<file path="src/rtl/div_if.sv">
// Handshake and operand/result bundle between a requester and the sequential divider.
interface div_if #(
  parameter int WIDTH = 32
);
  logic             start;
  logic             sign_flag;
  logic [WIDTH-1:0] A;
  logic [WIDTH-1:0] B;
  logic             busy;
  logic             done;
  logic [WIDTH-1:0] HI;
  logic [WIDTH-1:0] LO;
  logic             div_zero;

  modport master (
    output start, sign_flag, A, B,
    input  busy, done, HI, LO, div_zero
  );

  modport slave (
    input  start, sign_flag, A, B,
    output busy, done, HI, LO, div_zero
  );
endinterface

</file>
<file path="src/rtl/div_seq.sv">
// Radix-2 restoring divider, one quotient bit per clock; remainder on HI, quotient on LO.
// Signed operands are divided as magnitudes and the signs are restored on the final step.
module div_seq #(
  parameter int WIDTH = 32
) (
  input logic   clk,
  input logic   rst,
  div_if.slave  bus
);
  localparam int CNT_W = $clog2(WIDTH + 1);

  typedef enum logic [1:0] {IDLE, ITER, DONE} state_t;

  state_t             state_q, state_d;
  logic [CNT_W-1:0]   cnt_q;
  logic [WIDTH-1:0]   rem_q, dvd_q, dvs_q;
  logic               q_neg_q, r_neg_q;
  logic [WIDTH-1:0]   hi_q, lo_q;
  logic               dz_q;

  logic               accept, busy_c, done_c, last;
  logic signed [WIDTH-1:0] a_s, b_s;
  logic               a_neg, b_neg, b_zero;
  logic [WIDTH:0]     rem_sh, rem_diff;
  logic               ge;
  logic [WIDTH-1:0]   rem_nxt, dvd_nxt;

  function automatic logic [WIDTH-1:0] cond_neg(input logic [WIDTH-1:0] v, input logic neg);
    return neg ? (~v + WIDTH'(1)) : v;
  endfunction

  assign a_s    = bus.A;
  assign b_s    = bus.B;
  assign a_neg  = bus.sign_flag && (a_s < 0);
  assign b_neg  = bus.sign_flag && (b_s < 0);
  assign b_zero = (bus.B == '0);

  always_comb begin
    state_d = state_q;
    busy_c  = 1'b0;
    done_c  = 1'b0;
    accept  = 1'b0;
    case (state_q)
      IDLE: begin
        if (bus.start) begin
          accept  = 1'b1;
          state_d = b_zero ? DONE : ITER;
        end
      end
      ITER: begin
        busy_c = 1'b1;
        if (cnt_q == CNT_W'(1)) state_d = DONE;
      end
      DONE: begin
        done_c  = 1'b1;
        state_d = IDLE;
        // A start here chains straight into the next operation.
        if (bus.start) begin
          accept  = 1'b1;
          state_d = b_zero ? DONE : ITER;
        end
      end
      default: state_d = IDLE;
    endcase
  end

  assign last = (state_q == ITER) && (cnt_q == CNT_W'(1));

  // Iteration step: shift one dividend bit into the remainder, restore if it went negative.
  always_comb begin
    rem_sh   = {rem_q, dvd_q[WIDTH-1]};
    rem_diff = rem_sh - {1'b0, dvs_q};
    ge       = (rem_sh >= {1'b0, dvs_q});
    rem_nxt  = ge ? rem_diff[WIDTH-1:0] : rem_sh[WIDTH-1:0];
    dvd_nxt  = {dvd_q[WIDTH-2:0], ge};
  end

  always_ff @(posedge clk) begin
    if (accept) begin
      rem_q   <= '0;
      dvd_q   <= cond_neg(bus.A, a_neg);
      dvs_q   <= cond_neg(bus.B, b_neg);
      q_neg_q <= a_neg ^ b_neg;
      r_neg_q <= a_neg;
    end else if (state_q == ITER) begin
      rem_q <= rem_nxt;
      dvd_q <= dvd_nxt;
    end
  end

  always_ff @(posedge clk) begin
    if (rst) begin
      state_q <= IDLE;
      cnt_q   <= '0;
      hi_q    <= '0;
      lo_q    <= '0;
      dz_q    <= 1'b0;
    end else begin
      state_q <= state_d;
      if (accept && b_zero) begin
        cnt_q <= '0;
        hi_q  <= bus.A;
        lo_q  <= '1;
        dz_q  <= 1'b1;
      end else if (accept) begin
        cnt_q <= CNT_W'(WIDTH);
      end else if (state_q == ITER) begin
        cnt_q <= cnt_q - CNT_W'(1);
        if (last) begin
          hi_q <= cond_neg(rem_nxt, r_neg_q);
          lo_q <= cond_neg(dvd_nxt, q_neg_q);
          dz_q <= 1'b0;
        end
      end
    end
  end

  assign bus.busy     = busy_c;
  assign bus.done     = done_c;
  assign bus.HI       = hi_q;
  assign bus.LO       = lo_q;
  assign bus.div_zero = dz_q;
endmodule

</file>
<file path="src/flat_wrapper.sv">
// flat-port wrapper written by rule: the top's interface ports become plain ports
module div_seq_flat 
#(
  parameter int WIDTH = 32
)
  (clk, rst, bus_start, bus_sign_flag, bus_A, bus_B, bus_busy, bus_done, bus_HI, bus_LO, bus_div_zero);
  div_if #(.WIDTH(WIDTH)) bus_i ();
  input logic clk;
  input logic rst;
  input wire logic [$bits(bus_i.start)-1:0] bus_start;
  input wire logic [$bits(bus_i.sign_flag)-1:0] bus_sign_flag;
  input wire logic [$bits(bus_i.A)-1:0] bus_A;
  input wire logic [$bits(bus_i.B)-1:0] bus_B;
  output wire logic [$bits(bus_i.busy)-1:0] bus_busy;
  output wire logic [$bits(bus_i.done)-1:0] bus_done;
  output wire logic [$bits(bus_i.HI)-1:0] bus_HI;
  output wire logic [$bits(bus_i.LO)-1:0] bus_LO;
  output wire logic [$bits(bus_i.div_zero)-1:0] bus_div_zero;
  assign bus_i.start = bus_start;
  assign bus_i.sign_flag = bus_sign_flag;
  assign bus_i.A = bus_A;
  assign bus_i.B = bus_B;
  assign bus_busy = bus_i.busy;
  assign bus_done = bus_i.done;
  assign bus_HI = bus_i.HI;
  assign bus_LO = bus_i.LO;
  assign bus_div_zero = bus_i.div_zero;
  div_seq #(.WIDTH(WIDTH)) u_core (.clk(clk), .rst(rst), .bus(bus_i));
endmodule
</file>
<file path="config.mk">
export PLATFORM = sky130hd
export DESIGN_NAME = div_seq_flat
export DESIGN_NICKNAME = d
export VERILOG_FILES = /design/src/rtl/div_if.sv /design/src/rtl/div_seq.sv /design/src/flat_wrapper.sv
export SDC_FILE = /design/constraint.sdc
export NUM_CORES = 1
export LEC_CHECK = 0
export CAP_MARGIN = 20
export CORE_MARGIN = 1
export CORE_UTILIZATION = 40
export CTS_CLUSTER_SIZE = 10
export DETAILED_ROUTE_END_ITERATION = 16
export GPL_TIMING_DRIVEN = 0
export SLEW_MARGIN = 10
export SYNTH_ARGS = -nofsm -noshare
export SYNTH_HDL_FRONTEND = slang
export SYNTH_SLANG_ARGS = --single-unit
</file>
<file path="constraint.sdc">
create_clock -name clk -period 5.16 [get_ports clk]
set_input_delay 0.774 -clock clk [delete_from_list [all_inputs] [get_ports clk]]
set_output_delay 0.774 -clock clk [all_outputs]
set_load 0.03 [all_outputs]
</file>
# == Word-level counts from Yosys, hierarchy flattened ==
# Index checks and enable logic that the tools add are counted.
# op_classes
reduce_logical,14
addsub,6
mux,30
n_bitwise,5
order_cmp,3
n_eq_ne,6
# ops
operator,count
32-bit two-way mux,15
32-bit by 1-bit adder with 32-bit output (second input constant),4
32-bit NOT,4
32-bit by 1-bit less-than comparator with 1-bit output (second input constant),2
33-bit by 32-bit >= comparator with 1-bit output,1
32-bit logical NOT,1
32-bit subtractor,1
6-bit two-way mux,2
1-bit two-way mux,8
2-bit two-way mux,4
6-bit by 1-bit equality test with 1-bit output (second input constant),1
2-bit inequality test (second input constant),3
2-bit one-hot mux with 3 select lines,1
2-bit nonzero test,3
6-bit by 1-bit subtractor with 6-bit output (second input constant),1
1-bit logical AND,4
2-bit OR reduction,2
3-bit AND reduction,1
3-bit OR reduction,1
2-bit by 1-bit equality test with 1-bit output (second input constant),1
2-bit equality test (second input constant),1
2-bit logical NOT,1
2-bit AND reduction,1
1-bit bitwise XOR,1
# totals
wordCells,75
inputBits,68
output_inout_bits,67
regBits,171

# == Longest topological paths before layout ==
# Gate-level depths: netlist of the first run.
# depth
word_depth,9
mapped_depth,22
ltp_nobuf,18

# == Least setup slack after synthesis of the first run ==
# No wires, ideal clock.
# synth_timing
path_type,register to register
start,reg u_core.dvs_q[9]
end,"reg u_core.hi_q[28], in the netlist u_core.bus.HI[28]"
stages_incl_launch_ff,21
arrival_time_ps,5043
path_slack_ps,55
path_buffers,4
required_ps,5098
setup_ps,62
synth_period_minus_slack_ps,5105
path_cell_list,edfxtp_1 -> inv_1 -> ha_1 -> buf_2 -> nand4_1 -> nor4_1 -> a21oi_1 -> o221ai_1 -> a21o_1 -> buf_2 -> buf_2 -> buf_1 -> mux2i_1 -> ha_1 -> inv_1 -> or4_1 -> or4_1 -> o31a_4 -> nor3b_2 -> or4b_1 -> nand3_1
# synth_between
elab_chain_cells,9
word_cells_on_any_way,10
classes_between,add/sub (2); order compare (1); mux (6); bitwise (1)
# synth_rtl
element,line_no,rtl
start: declaration,div_seq.sv:16,"logic [WIDTH-1:0] rem_q, dvd_q, dvs_q;"
start signal: assignment,div_seq.sv:82,"dvs_q <= cond_neg(bus.B, b_neg);"
32-bit subtractor / 33-bit by 32-bit >= comparator with 1-bit output (equally long branches),"div_seq.sv:72, div_seq.sv:73",
32-bit two-way mux (*),div_seq.sv:74,rem_nxt = ge ? rem_diff[WIDTH-1:0] : rem_sh[WIDTH-1:0];
32-bit NOT,div_seq.sv:29,return neg ? (~v + WIDTH'(1)) : v;
32-bit by 1-bit adder with 32-bit output,div_seq.sv:29,
32-bit two-way mux (*),div_seq.sv:29,
32-bit two-way mux (*),div_seq.sv:109,if (last) begin
32-bit two-way mux (*),div_seq.sv:107,end else if (state_q == ITER) begin
32-bit two-way mux (*),div_seq.sv:105,end else if (accept) begin
32-bit two-way mux (*),div_seq.sv:100,if (accept && b_zero) begin
end signal: assignment,div_seq.sv:102,hi_q <= bus.A;
end signal: assignment,div_seq.sv:110,"hi_q <= cond_neg(rem_nxt, r_neg_q);"
end: declaration,div_seq.sv:18,"logic [WIDTH-1:0] hi_q, lo_q;"
# Every way passes the cells marked *; elsewhere a longest branch is shown, timed or not. The select of a mux whose other input is x is not followed.
# A chain may end at the register's enable or synchronous reset.

# == Final worst setup path of the first run ==
# layout_timing
start,reg u_core.rem_q[3]
end,"reg u_core.hi_q[26], in the netlist u_core.bus.HI[26]"
# layout_between
elab_chain_cells,9
word_cells_on_any_way,10
classes_between,add/sub (2); order compare (1); mux (6); bitwise (1)
# layout_rtl
element,line_no,rtl
start: declaration,div_seq.sv:16,
start signal: assignment,div_seq.sv:86,rem_q <= rem_nxt;
32-bit subtractor / 33-bit by 32-bit >= comparator with 1-bit output (equally long branches),"div_seq.sv:72, div_seq.sv:73",
32-bit two-way mux (*),div_seq.sv:74,
32-bit NOT,div_seq.sv:29,
32-bit by 1-bit adder with 32-bit output,div_seq.sv:29,
32-bit two-way mux (*),div_seq.sv:29,
32-bit two-way mux (*),div_seq.sv:109,
32-bit two-way mux (*),div_seq.sv:107,
32-bit two-way mux (*),div_seq.sv:105,
32-bit two-way mux (*),div_seq.sv:100,
# Marked as above.

==> results of run 1 <==
==> critical path: stages, from the launching register on <==
cell                       delay (ps)
sky130_fd_sc_hd__dfxtp_1          480
sky130_fd_sc_hd__ha_1             280
sky130_fd_sc_hd__buf_2            160
sky130_fd_sc_hd__a21o_1           200
sky130_fd_sc_hd__a31o_2           250
sky130_fd_sc_hd__o211ai_1         340
sky130_fd_sc_hd__a21boi_2         130
sky130_fd_sc_hd__a21o_1           230
sky130_fd_sc_hd__buf_6            160
sky130_fd_sc_hd__buf_12           170
sky130_fd_sc_hd__nor2_1            90
sky130_fd_sc_hd__a21oi_1           60
sky130_fd_sc_hd__inv_1             80
sky130_fd_sc_hd__ha_2             200
sky130_fd_sc_hd__inv_1            100
sky130_fd_sc_hd__or4_4            520
sky130_fd_sc_hd__or4_4            510
sky130_fd_sc_hd__o31a_4           170
sky130_fd_sc_hd__o41ai_4          390
sky130_fd_sc_hd__xnor2_2          140
sky130_fd_sc_hd__a211oi_2         240
==> layout make-up <==
cell class / instances / area (um2)
fill: 2778 / 14380
multi-input combinational: 1116 / 7089
sequential: 171 / 4088
timing repair buffer: 146 / 1444
tap: 384 / 480.5
clock buffer: 18 / 429.2
buffer: 72 / 319.1
inverter: 65 / 244.0
clock inverter: 14 / 147.6
==> repair_timing <==
| action | CTS | global route |
|---|---|---|
| buffers inserted | 7 | 4 |
| resized for setup | 21 | 18 |
| pin swaps | 7 | 6 |
| endpoints found under the setup margin | 30 | 14 |
==> worst max-delay path by stage <==
stage / start / to / cells past startpoint
6_report: u_core.rem_q[3]$_SDFFE_PP0P_ / u_core.bus.HI[26]$_SDFFE_PP0P_ / 20
5_1_grt: u_core.rem_q[17]$_SDFFE_PP0P_ / u_core.bus.HI[14]$_SDFFE_PP0P_ / 17
4_1_cts: u_core.dvs_q[25]$_DFFE_PP_ / u_core.bus.HI[26]$_SDFFE_PP0P_ / 19
3_5_place_dp: u_core.dvs_q[25]$_DFFE_PP_ / u_core.bus.HI[26]$_SDFFE_PP0P_ / 20
3_3_place_gp: u_core.dvs_q[25]$_DFFE_PP_ / u_core.bus.HI[26]$_SDFFE_PP0P_ / 20
2_1_floorplan: u_core.dvs_q[9]$_DFFE_PP_ / u_core.bus.HI[28]$_SDFFE_PP0P_ / 20
==> state kept, by name (all words and copies together), names as in the netlist <==
register	count
u_core.rem_q	32
u_core.q_neg_q	1
u_core.state_q	2
u_core.dvs_q	32
u_core.cnt_q	6
u_core.bus.div_zero	1
u_core.r_neg_q	1
u_core.bus.LO	32
u_core.bus.HI	32
u_core.dvd_q	32
==> cells in the mapped netlist, drive strengths merged, types with 5 or more instances <==
cell and count:
and2 5, xor2 67, nand4 16, nand3 22
a21boi 5, buf 19, o21a 7, nor2 150
a221oi 13, o21ai 139, nor4 23, a211oi 38
o31ai 28, nor2b 9, nand2b 11, nor3 53
or3 19, clkbuf 62, o41ai 13, or4 10
a21o 10, o211ai 7, nor3b 5, a21oi 89
ha 38, nand2 142, a2111oi 7, xnor2 76
a31o 5, inv 64, mux2i 17, edfxtp 66
dfxtp 105, or2 7, a31oi 10, o22ai 16
and3 9
==> layer usage <==
layer  share of wire (%)  vias up  GRT usage [%]
met3                 5.9       85          3.914
met1                  44     5291          34.16
met5                   0        -              0
met2                  47      448          44.15
met4                 3.9        0          11.72
li1                    -     5536              -
==> cell families after synthesis <==
logic type,count (synthesis)
XOR/XNOR,143
buffers and inverters,146
flip-flops,171
AO/OA/AOI/OAI,420
AND/OR/NAND/NOR,493
multiplexers,21
adder cells (fa/ha/maj),39
==> where the power goes <==
group          internal (uW)  switching [uW]  total (uW)
Sequential              1610             233        1850
Clock                    647             650        1300
Combinational           1430            2310        3740
==> through the flow <==
stage	utilization [%]	setup slack, ps	total power (uW)	hold WS, ps	area, um2
4_1_cts	49.50	3.143	6751	505.8	14170
5_1_grt	49.75	-19.09	7314	524.5	14240
3_3_place_gp	47.01	-1676	5358	488.0	13460
2_1_floorplan	-	55.47	4408	439.4	11640
6_report	49.75	159.0	6887	503.1	14240
3_5_place_dp	47.09	-1623	5386	495.2	13480
==> Flow_metrics.wiki, run 1 <==
{| class="wikitable"
! Metric !! Value
|-
| Outcome || completed
|-
| Clock Skews || 13.23 ps
|-
| Number of antenna violations at the first check in global routing || 0
|-
| CTS sink cnt || 171
|-
| Number of vias in the routed layout || ~11000
|-
| XOR/XNOR share of the synthesized area || 10.76%
|-
| Power density over the cells || 483.6 nW/um2
|-
| Most used cells in the layout excluding fill and tap cells || sky130_fd_sc_hd__nor2_1, sky130_fd_sc_hd__nand2_1, sky130_fd_sc_hd__o21ai_0, sky130_fd_sc_hd__clkdlybuf4s50_1, sky130_fd_sc_hd__dfxtp_1
|-
| Setup violators final || 0
|-
| Total CTS buffers || 17
|-
| Post-synthesis compound-gate area fraction || 23.23%
|-
| Area enclosed by the die boundary || 29780 um2
|-
| Global-route wire length before repair || 61.36 mm
|-
| Portion of netlist area occupied by mux cells || 1.849%
|-
| Portion of synthesized cell area occupied by the leading cell type || 18.06%
|-
| Number of I/O pins || 135
|-
| Total negative setup slack || 0 ps
|-
| Depth of the worst register-to-register path || 20
|-
| Maximum fanout along the worst path || 19
|-
| Yosys warning total || 0
|-
| Max-slew violation total from the final report || 0
|-
| Initial core utilization || roughly two fifths
|-
| Share of synthesized cell area in full adder, half adder and majority cells || 4.258%
|-
| DRC errors left || 0
|-
| Count of TritonRoute iterations in the first routing pass || 5
|-
| Leading cell type in the layout, fill and taps excluded || sky130_fd_sc_hd__nor2_1
|-
| Share of synthesized registers carrying an async set or reset || 0%
|-
| Placement row count || 62
|-
| Die extent in y || 172.6 um
|-
| Final number of hold-violating endpoints || 0
|-
| Share of the yosys chip area belonging to registers || 35.10%
|-
| Max-slew headroom at the worst pin || 43.10%
|-
| Overflow left after global routing || 0
|-
| Maximum clock path buffer count || 2
|-
| Ratio of cells with drive above 1 in the final layout || 6.804%
|-
| Achievable frequency || 0.2000 GHz
|-
| Yosys top cell by area || sky130_fd_sc_hd__dfxtp_1
|-
| GRT Util Overall || between 20% and 30%
|-
| Max Cap Viol || 0
|-
| Area grow syn2layout || 22.39%
|-
| Worst-case hold path end point || u_core.bus.LO[23]$_SDFFE_PP0P_
|-
| Clock tree root driver cell || sky130_fd_sc_hd__clkbuf_16
|-
| Startpoint type of the worst setup path || flop
|-
| Hold Path Cell Cnt || 2
|-
| Minimum setup slack among reg-to-reg paths || 160 ps
|-
| WL final || 39.60 mm
|-
| TritonCTS clock tree || done
|-
| Clock slew at reported path FFs || 80 ps
|-
| Average wire length per cell after detail routing || 19.94 um
|-
| Capture point of the worst reg-to-reg path || u_core.bus.HI[26]$_SDFFE_PP0P_
|-
| Detail Placement HPWL || roughly 31 mm
|-
| Core area || 28630 um2
|-
| Number of distinct standard cells referenced by the synthesized netlist || 79
|-
| H-tree lvl count || 4
|-
| Share of synthesized cell area in and, or, nand and nor gates || 19.97%
|-
| Startpoint of the worst-slack reg-to-reg timing path || u_core.rem_q[3]$_SDFFE_PP0P_
|-
| Flip-flop cell with the highest count after synthesis || sky130_fd_sc_hd__dfxtp_1
|-
| Startpoint of the most critical hold path || u_core.bus.LO[23]$_SDFFE_PP0P_
|-
| Largest family of logic cells by synthesized area || compound AO/OA/AOI/OAI gates
|-
| Chip Width || between 150 and 200 um
|-
| Routability Congestion || 0.9589
|-
| Worst setup EP type || flop
|-
| Leakage || 0.005235 uW
|-
| Post-route antenna net violation count || 0
|-
| Vias in the first global route || 10720
|-
| Synthesized area || 11640 um2
|-
| Synthesized flop and latch total || 171
|-
| Count of input and output buffers || 134
|-
| Worst ir drop on vdd || 297.5 uV
|-
| Maximum number of pins on one net before global-route repair || 37
|-
| Placed instance count || 1952
|-
| Required @ worst endpoint || 5530 ps
|-
| Synthesized netlist cell count || 1433
|-
| Worst Path Arrival || 5370 ps
|-
| Post-route fraction of the period consumed by the critical path || a little over nine tenths
|-
| Number of flops mapped to enable cells by yosys || 66
|-
| Min Tclk post-route || 5001 ps
|-
| Post-Synthesis Net Count || 1540
|-
| Number of buffers added to fix hold violations after cts || 0
|-
| Count of inserted antenna diode cells || 0
|-
| Post-Layout Cell Count || just under 2000
|-
| NumNets Final || 1696
|-
| Hold/Removal Path Class || reg2reg
|-
| Critical path type || reg2reg
|-
| Synth area leaders || sky130_fd_sc_hd__dfxtp_1, sky130_fd_sc_hd__edfxtp_1, sky130_fd_sc_hd__o21ai_0
|-
| Vias per inst || 5.720
|-
| Clock Latency Late Sink || 450 ps
|-
| Worst Tran Pin Value || 844.5 ps
|-
| Average footprint of a synthesized cell || just over 8 um2
|-
| Number of violations reported at the end of detailed-routing iteration 0 || a little over 900
|}
No activity file was read; power rests on OpenSTA's default activity.
==> run 2: changes to the inputs <==
--- a/config.mk
+++ b/config.mk
@@ -11,6 +11,7 @@
 export CTS_CLUSTER_SIZE = 10
 export DETAILED_ROUTE_END_ITERATION = 16
 export GPL_TIMING_DRIVEN = 0
+export SETUP_SLACK_MARGIN = 0.1
 export SLEW_MARGIN = 10
 export SYNTH_ARGS = -nofsm -noshare
 export SYNTH_HDL_FRONTEND = slang
==> Flow_metrics.wiki, run 2 (synthesized netlist as in run 1, its figures left out) <==
{| class="wikitable"
! Metric !! Value
|-
| Outcome || completed
|-
| Number of antenna violations at the first check in global routing || 0 (unchanged)
|-
| Min Tclk post-route || 4976 ps (-24.96 ps)
|-
| Worst setup EP type || flop
|-
| NumNets Final || 1700 (+0.24%)
|-
| Clock tree root driver cell || sky130_fd_sc_hd__clkbuf_16
|-
| Placement row count || 62 (unchanged)
|-
| Clock slew at reported path FFs || 70 ps (about the same)
|-
| Initial core utilization || 40.65% (unchanged)
|-
| Worst ir drop on vdd || 284.1 uV (-4.5%)
|-
| Required @ worst endpoint || 5540 ps (about the same)
|-
| Total CTS buffers || 17 (unchanged)
|-
| Achievable frequency || 0.2010 GHz (+0.50%)
|-
| Number of violations reported at the end of detailed-routing iteration 0 || 1076 (+19%)
|-
| Clock Latency Late Sink || 450 ps (about the same)
|-
| Tot Pwr || 7056 uW (+2.5%)
|-
| Setup violators final || 0 (unchanged)
|-
| Worst setup timing slack at the placement stage || -1386 ps (+236.5 ps)
|-
| Average wire length per cell after detail routing || 19.82 um (-0.60%)
|-
| Maximum number of pins on one net before global-route repair || 37 (unchanged)
|-
| Vias per inst || 5.669 (-0.89%)
|-
| Clock Skews || 16.30 ps (+3.071 ps)
|-
| Number of vias in the routed layout || 11280 (-0.69%)
|-
| Final number of hold-violating endpoints || 0 (unchanged)
|-
| Filler Cells Inserted || 2815 (+1.3%)
|-
| Ratio of cells with drive above 1 in the final layout || 7.908% (+1.1 points)
|-
| TritonCTS clock tree || done
|-
| Count of input and output buffers || 134 (unchanged)
|-
| GRT Util Overall || 26.30% (-0.27 points)
|-
| Total placed instance area || 13480 um2 (about the same)
|-
| Critical path type || reg2reg
|-
| Area grow syn2layout || 23.74%
|-
| WL final || 39.44 mm (-0.40%)
|-
| Number of buffers added to fix hold violations after cts || 0 (unchanged)
|-
| Final critical-path setup slack || 183.9 ps (+24.96 ps)
|-
| H-tree lvl count || 4 (unchanged)
|-
| Number of I/O pins || 135 (unchanged)
|-
| Overflow left after global routing || 0 (unchanged)
|-
| Hold/Removal Path Class || reg2reg
|-
| Post-route fraction of the period consumed by the critical path || 96.44% (-0.48 points)
|-
| Chip Width || 172.6 um (unchanged)
|-
| Post-route antenna net violation count || 0 (unchanged)
|-
| Leakage || 0.005288 uW (+1.0%)
|-
| Maximum clock path buffer count || 2 (unchanged)
|-
| Die extent in y || 172.6 um (unchanged)
|-
| DRC errors left || 0 (unchanged)
|-
| Vias in the first global route || 10640 (-0.78%)
|-
| Count of TritonRoute iterations in the first routing pass || 5 (unchanged)
|-
| Area enclosed by the die boundary || 29780 um2 (unchanged)
|-
| CTS sink cnt || 171 (unchanged)
|-
| Detail Placement HPWL || 31.41 mm (-0.28%)
|-
| Startpoint type of the worst setup path || flop
|-
| Power density over the cells || 490.1 nW/um2 (+1.3%)
|-
| Worst Path Arrival || 5360 ps (about the same)
|-
| Fin area || 14400 um2 (+1.1%)
|-
| Most used cells in the layout excluding fill and tap cells || sky130_fd_sc_hd__nor2_1, sky130_fd_sc_hd__nand2_1, sky130_fd_sc_hd__o21ai_0, sky130_fd_sc_hd__clkdlybuf4s50_1, sky130_fd_sc_hd__dfxtp_1
|-
| RSZ-0062 raised after global routing || no
|-
| Count of inserted antenna diode cells || 0 (unchanged)
|-
| Max-slew violation total from the final report || 0 (unchanged)
|-
| Routability Congestion || 0.9576 (-0.14%)
|-
| Total negative setup slack || 0 ps (unchanged)
|-
| Max-slew headroom at the worst pin || 43.49% (+0.38 points)
|-
| Leading cell type in the layout, fill and taps excluded || sky130_fd_sc_hd__nor2_1
|-
| Maximum fanout along the worst path || 10 (-9)
|-
| Max Cap Viol || 0 (unchanged)
|-
| Core area || 28630 um2 (unchanged)
|-
| Worst Tran Pin Value || 841.2 ps (-3.284 ps)
|-
| Global-route wire length before repair || 60.78 mm (-0.96%)
|}
-- run 2: path summary, 6_finish.rpt --
kind	startpoint	end	slack (ps)	depth (start not counted)
setup reg to reg	u_core.rem_q[11]$_SDFFE_PP0P_	u_core.bus.HI[28]$_SDFFE_PP0P_	180	21
hold / removal	u_core.bus.LO[21]$_SDFFE_PP0P_	u_core.bus.LO[21]$_SDFFE_PP0P_	500	2
hold reg to reg	u_core.bus.LO[21]$_SDFFE_PP0P_	u_core.bus.LO[21]$_SDFFE_PP0P_	500	2
setup / recovery	u_core.rem_q[11]$_SDFFE_PP0P_	u_core.bus.HI[28]$_SDFFE_PP0P_	180	21
-- run 2: report_power, final --
part / leakage [uW] / switching (uW) / internal (uW) / total (uW)
clock network: 0.000300 / 649 / 692 / 1340
registers: 0.00150 / 229 / 1610 / 1840
logic: 0.00349 / 2380 / 1490 / 3870
-- run 2: worst max-delay path, stage by stage, from the launching register on --
cell and delay [ps]:
sky130_fd_sc_hd__dfxtp_2 420, sky130_fd_sc_hd__ha_1 250, sky130_fd_sc_hd__buf_2 170, sky130_fd_sc_hd__a21oi_1 200
sky130_fd_sc_hd__o21ai_1 190, sky130_fd_sc_hd__a221oi_2 430, sky130_fd_sc_hd__a21boi_2 130, sky130_fd_sc_hd__a21o_1 230
sky130_fd_sc_hd__buf_6 120, sky130_fd_sc_hd__buf_8 140, sky130_fd_sc_hd__buf_8 160, sky130_fd_sc_hd__nor2_1 90
sky130_fd_sc_hd__a21oi_1 60, sky130_fd_sc_hd__inv_1 120, sky130_fd_sc_hd__ha_4 160, sky130_fd_sc_hd__inv_1 90
sky130_fd_sc_hd__or4_4 510, sky130_fd_sc_hd__or4_4 510, sky130_fd_sc_hd__o31a_4 180, sky130_fd_sc_hd__nor3b_2 210
sky130_fd_sc_hd__or4b_1 450, sky130_fd_sc_hd__nand3_1 90
-- run 2: area by class of cell --
class / instances / area (um2) / area share (%)
timing repair buffer: 147 / 1451 / 10.08
sequential: 171 / 4090 / 28.41
buffer: 75 / 350.3 / 2.433
clock buffer: 19 / 464.2 / 3.224
tap: 384 / 480.5 / 3.337
inverter: 65 / 245.2 / 1.703
multi-input combinational: 1116 / 7173 / 49.82
clock inverter: 13 / 143.9 / 0.9993
-- run 2: timing repair --
action,CTS,global route
endpoints found under the setup margin,30,14
gates resized for setup,37,27
pin swaps,9,11
buffers inserted,8,4
cloned,0,0
-- run 2: metal layers --
| metal | global-route usage [%] | up-vias | wire [um] | share of wire (%) |
|---|---|---|---|---|
| li1 | - | 5533 | - | - |
| met1 | 33.46 | 5243 | 16860 | 43 |
| met2 | 43.83 | 419 | 18550 | 47 |
| met3 | 3.496 | 87 | 2286 | 5.8 |
| met4 | 12.95 | 0 | 1740 | 4.4 |
| met5 | 0 | - | 0 | 0 |
-- run 2: stage by stage --
step	hold WS, ps	std cells	utilization, %
2_1_floorplan	439.4	1433	-
3_3_place_gp	483.9	1951	47.02
3_5_place_dp	492.6	1952	47.09
4_1_cts	502.7	1986	49.85
5_1_grt	524.4	1990	50.30
6_report	496.8	1990	50.30
==> patch 1: new RTL, config.mk and constraints of run 2 <==
Encoding of `state_t`: now one-hot (3 bits for 3 states).
--- a/src/rtl/div_seq.sv
+++ b/src/rtl/div_seq.sv
@@ -9,7 +9,7 @@
 );
   localparam int CNT_W = $clog2(WIDTH + 1);
 
-  typedef enum logic [1:0] {IDLE, ITER, DONE} state_t;
+  typedef enum logic [2:0] {IDLE = 3'b001, ITER = 3'b010, DONE = 3'b100} state_t;
 
   state_t             state_q, state_d;
   logic [CNT_W-1:0]   cnt_q;
Function: same outputs for any inputs over 4 cycles, from zero or initial values and one cycle with rst high; so few cycles prove little.
==> patch 1 against run 2 <==
  * Sequential cell count up 1
  * Design area fell by 2.0%
  * Synthesized area down 0.85%
  * Largest cell class unchanged
  * Routed wire length fell by 3.6%
  * First-iteration DRC count rose by 4.7%
  * Via count down 0.55%
  * Sequential share of layout area rose by 0.69 points
  * Setup slack gained 140 ps
Power is not compared: it rests on default switching activity, and its combinational part moved more than twofold at a synthesized area within 25%.
==> patch 1: results (changes against run 2) <==
metric	value	unit	change
drt_first_iter_violations	1127		+4.7%
rr_worst_depth	18		-14%
ff2ff_setup_slack	320	ps	+140 ps
worst_r2r_endpoint	u_core.bus.HI[30]$_SDFFE_PP0P_		
place_congestion	0.8950		-6.5%
portion_of_synthesized_cell_area_occupied_by_the_leading_cell_type	18.39	%	+0.33 points
cp.arrival	5150	ps	-210 ps
all_layer_gr_usage	26.44	%	+0.14 points
critical-path-slowest-cell	sky130_fd_sc_hd__ha_1		
synthesis.instances	1396		-2.6%
synthesized_netlist_net_count	1503		-2.4%
layout-drive-gt1-share	5.683	%	-2.2 points
ctsResizeCount	5		-86%
max_slew_margin	40.54	%	-2.9 points
worst_setup_path_startpoint	u_core.rem_q[3]$_SDFFE_PP0P_		
fill_cells	2820		+0.18%
globalRouteMet2Util	41.31	%	-2.5 points
netlist-cell-type-count	78		-1.3%
status	completed		
min_delay_worst_endpoint	u_core.bus.div_zero$_SDFFE_PP0P_		
largest_net_degree_at_the_start_of_global_routing	34		-8.1%
grt_pass1_wl	59.53	mm	-2.1%
worst_path_dominant_cell_family	compound AO/OA/AOI/OAI gates		
clk_pin_slew	90	ps	+20 ps
finalWirelength	38.01	mm	-3.6%
grt_pass1_vias	10740		+0.94%
synth.yosys.seq_area_share	35.57	%	+0.47 points
dpl.hpwl	29.74	mm	-5.3%
fin_hold_ws	475.7	ps	-21.10 ps
route.detailed.vias_per_inst	5.772		+1.8%
placement.io_buffers	133		-0.75%
finalCriticalPeriod	4840	ps	-136.5 ps
dpl-instance-area	13360	um2	-0.87%
hold_start	u_core.bus.div_zero$_SDFFE_PP0P_		
synthesis.yosys.warnings	0		unchanged
cp_max_fo	10		unchanged
nets	1660		-2.4%
post-cts-setup-buffers	3		-5
grtUsageMet1	36.93	%	+3.5 points
synth_area_leaders	sky130_fd_sc_hd__dfxtp_1 18%, sky130_fd_sc_hd__edfxtp_1 17%, sky130_fd_sc_hd__xnor2_1 5.7%, sky130_fd_sc_hd__o21ai_0 5.2%, sky130_fd_sc_hd__nor2_1 5.1%		
met3_usage	4.464	%	+0.97 points
fin_worst_skew	17.40	ps	+1.107 ps
detailedPlace.worstSlack	-156.5	ps	+1230 ps
[patch 1: changes by cell type after synthesis, sizes merged, moves of 8 or more]
cell / before / now
a21oi: 89 / 74
nand2: 142 / 151
nor2: 150 / 158
xor2: 67 / 59
nand4: 16 / 6
o22ai: 16 / 8
nor3: 53 / 29
and2: 5 / 16
a211oi: 38 / 30
a2111oi: 7 / 24
[patch 1: kinds of logic (layout without fill, tap and decap cells)]
kind of cell             count (synthesis)  after routing  share of synthesized area [%]
XOR/XNOR                               134            134                          10.17
AND/OR/NAND/NOR                        484            484                          19.47
multiplexers                            21             21                          1.941
buffers and inverters                  137            307                          4.837
adder cells (fa/ha/maj)                 39             39                          4.295
AO/OA/AOI/OAI                          409            409                          23.72
flip-flops                             172            172                          35.57
[patch 1: cell type report]
type,count,area (um2),share of cell area [%]
Multi-Input combinational cell,1087,6968,49.40
Sequential cell,172,4104,29.10
Timing Repair Buffer,138,1381,9.793
Tap cell,378,473.0,3.353
Clock buffer,17,425.4,3.016
Buffer,77,355.3,2.519
Inverter,60,225.2,1.597
Clock inverter,15,172.7,1.224
[patch 1: power groups by stage]
stage | Combinational, uW | Sequential, uW | Clock (uW)
CTS | 599 | 1540 | 1340
finish | 611 | 1540 | 1330
global route | 674 | 1550 | 1400
floorplan | 389 | 1560 | 0
detailed placement | 595 | 1570 | 0
global placement | 586 | 1570 | 0
[patch 1: layer usage]
metal | share of wire (%) | wire length [um]
met5 | 0 | 0
met3 | 6.3 | 2394
met1 | 47 | 17850
met4 | 2.4 | 920
met2 | 44 | 16840
[patch 1: stage by stage]
stage	setup TNS, ps	total power, uW	cells
2_1_floorplan	0	1946	1396
3_3_place_gp	-22240	2159	1907
3_5_place_dp	-713.4	2167	1908
4_1_cts	0	3478	1943
5_1_grt	0	3621	1944
6_report	0	3483	1944
==> patch 2: new RTL, flow settings as in run 2 <==
Without the edit above. `WIDTH` is set to 32 in 3 places; all go to 64.
--- a/src/rtl/div_if.sv
+++ b/src/rtl/div_if.sv
@@ -1,6 +1,6 @@
 // Handshake and operand/result bundle between a requester and the sequential divider.
 interface div_if #(
-  parameter int WIDTH = 32
+  parameter int WIDTH = 64
 );
   logic             start;
   logic             sign_flag;
--- a/src/rtl/div_seq.sv
+++ b/src/rtl/div_seq.sv
@@ -1,7 +1,7 @@
 // Radix-2 restoring divider, one quotient bit per clock; remainder on HI, quotient on LO.
 // Signed operands are divided as magnitudes and the signs are restored on the final step.
 module div_seq #(
-  parameter int WIDTH = 32
+  parameter int WIDTH = 64
 ) (
   input logic   clk,
   input logic   rst,
--- a/src/flat_wrapper.sv
+++ b/src/flat_wrapper.sv
@@ -1,7 +1,7 @@
 // flat-port wrapper written by rule: the top's interface ports become plain ports
 module div_seq_flat 
 #(
-  parameter int WIDTH = 32
+  parameter int WIDTH = 64
 )
   (clk, rst, bus_start, bus_sign_flag, bus_A, bus_B, bus_busy, bus_done, bus_HI, bus_LO, bus_div_zero);
   div_if #(.WIDTH(WIDTH)) bus_i ();
Interface: changed (resized bus_A, bus_B, bus_HI and bus_LO); port bits go from 135 to 263. The function was not compared with the original's and may differ.
==> patch 2 against run 2 <==
  * The flow now finishes with violations (negative setup slack)
  * Count of clock-buffer cells in the layout increased by 46
  * Clock skew increased by 2.1 ps
  * Worst hold slack improved by 0.73 ps
  * Total power increased to 2.8 times the old value
  * Design area increased by 120%
  * Synthesized area increased by 100%
  * Setup slack got worse by 770 ps
  * First-iteration DRC count increased by 68%
  * Routed wire length increased to 2.5 times the old value
  * Sequential cell count increased by 161
==> patch 2: results (changes against run 2) <==
metric	value	unit	change
status	complete, but fails checks		
violations	negative setup slack		
num-clock-buffers	65		+46
netlist_top_cells_count	348 x sky130_fd_sc_hd__nand2_1, 268 x sky130_fd_sc_hd__o21ai_0, 216 x sky130_fd_sc_hd__nor2_1, 202 x sky130_fd_sc_hd__dfxtp_1, 193 x sky130_fd_sc_hd__a21oi_1		
largest_net_degree_at_the_start_of_global_routing	66		+78%
critical-path-slowest-cell	sky130_fd_sc_hd__dfxtp_1		
setup_violations	34		+34
m1WireLength	40.89	mm	+140%
setup_slack	-587.3	ps	-771.2 ps
max-clock-path-buffers	3		+1
synth_fa_ha_area_share	3.793	%	-0.46 points
synth_compound_gate_area_share	23.96	%	+0.74 points
fill_cells	5334		+89%
place_congestion	0.9584		about the same
netSwitchingFraction	48.53	%	+2.3 points
number_of_flops_mapped_to_enable_cells_by_yosys	130		+97%
ctsResizeCount	306		+730%
layout-drive-gt1-share	17.17	%	+9.3 points
drt_first_iter_violations	1806		+68%
dr_wl_met2	45.39	mm	+140%
power.share.combinational	67.4	%	+13 points
worst_ir_drop_vdd	0.3583	mV	+26%
multi_input_area_share	50.32	%	+0.50 points
synthesized_netlist_net_count	3129		+100%
dpl.hpwl	76.95	mm	+150%
timing.setup.tns	-10290	ps	-10,290 ps
max_slew_margin	23.37	%	-20 points
nets	3613		+110%
n_antenna_cell	1		+1
synth_xor_xnor_area_share	10.57	%	-0.19 points
finalWirelength	99.75	mm	+150%
cts.htree.levels	2		-2
-- patch 2: changes by cell type after synthesis, moves of 37 or more --
cell,delta
sky130_fd_sc_hd__xor2_1,+90
sky130_fd_sc_hd__a21oi_1,+105
sky130_fd_sc_hd__a211oi_1,+52
sky130_fd_sc_hd__xnor2_1,+52
sky130_fd_sc_hd__clkbuf_1,+50
sky130_fd_sc_hd__nor2_1,+66
sky130_fd_sc_hd__inv_1,+39
sky130_fd_sc_hd__nand2_1,+206
sky130_fd_sc_hd__a22oi_1,+37
sky130_fd_sc_hd__dfxtp_1,+97
sky130_fd_sc_hd__nor3_1,+73
sky130_fd_sc_hd__o21ai_0,+134
sky130_fd_sc_hd__edfxtp_1,+64
-- patch 2: metrics by stage --
stage / hold WS, ps / setup slack [ps] / total power [uW] / util, % / instance area, um2
after floorplan: 439.5 / -587.6 / 10340 / - / 23800
after global placement: 489.1 / -2409 / 13320 / 47.18 / 27380
after detailed placement: 492.1 / -2430 / 13430 / 47.31 / 27450
after CTS: 499.5 / -548.0 / 18630 / 53.31 / 30930
after global routing: 509.2 / -689.2 / 20980 / 54.72 / 31750
final: 497.5 / -587.3 / 20100 / 54.73 / 31760
-- patch 2: final timing paths --
check | slack (ps) | end | cells past startpoint | start
hold reg to reg | 500 | u_core.bus.HI[39]$_SDFFE_PP0P_ | 2 | u_core.bus.HI[39]$_SDFFE_PP0P_
hold / removal | 500 | u_core.bus.HI[39]$_SDFFE_PP0P_ | 2 | u_core.bus.HI[39]$_SDFFE_PP0P_
setup reg to reg | -590 | u_core.bus.LO[56]$_SDFFE_PP0P_ | 26 | u_core.rem_q[31]$_SDFFE_PP0P_
setup / recovery | -590 | u_core.bus.LO[56]$_SDFFE_PP0P_ | 26 | u_core.rem_q[31]$_SDFFE_PP0P_
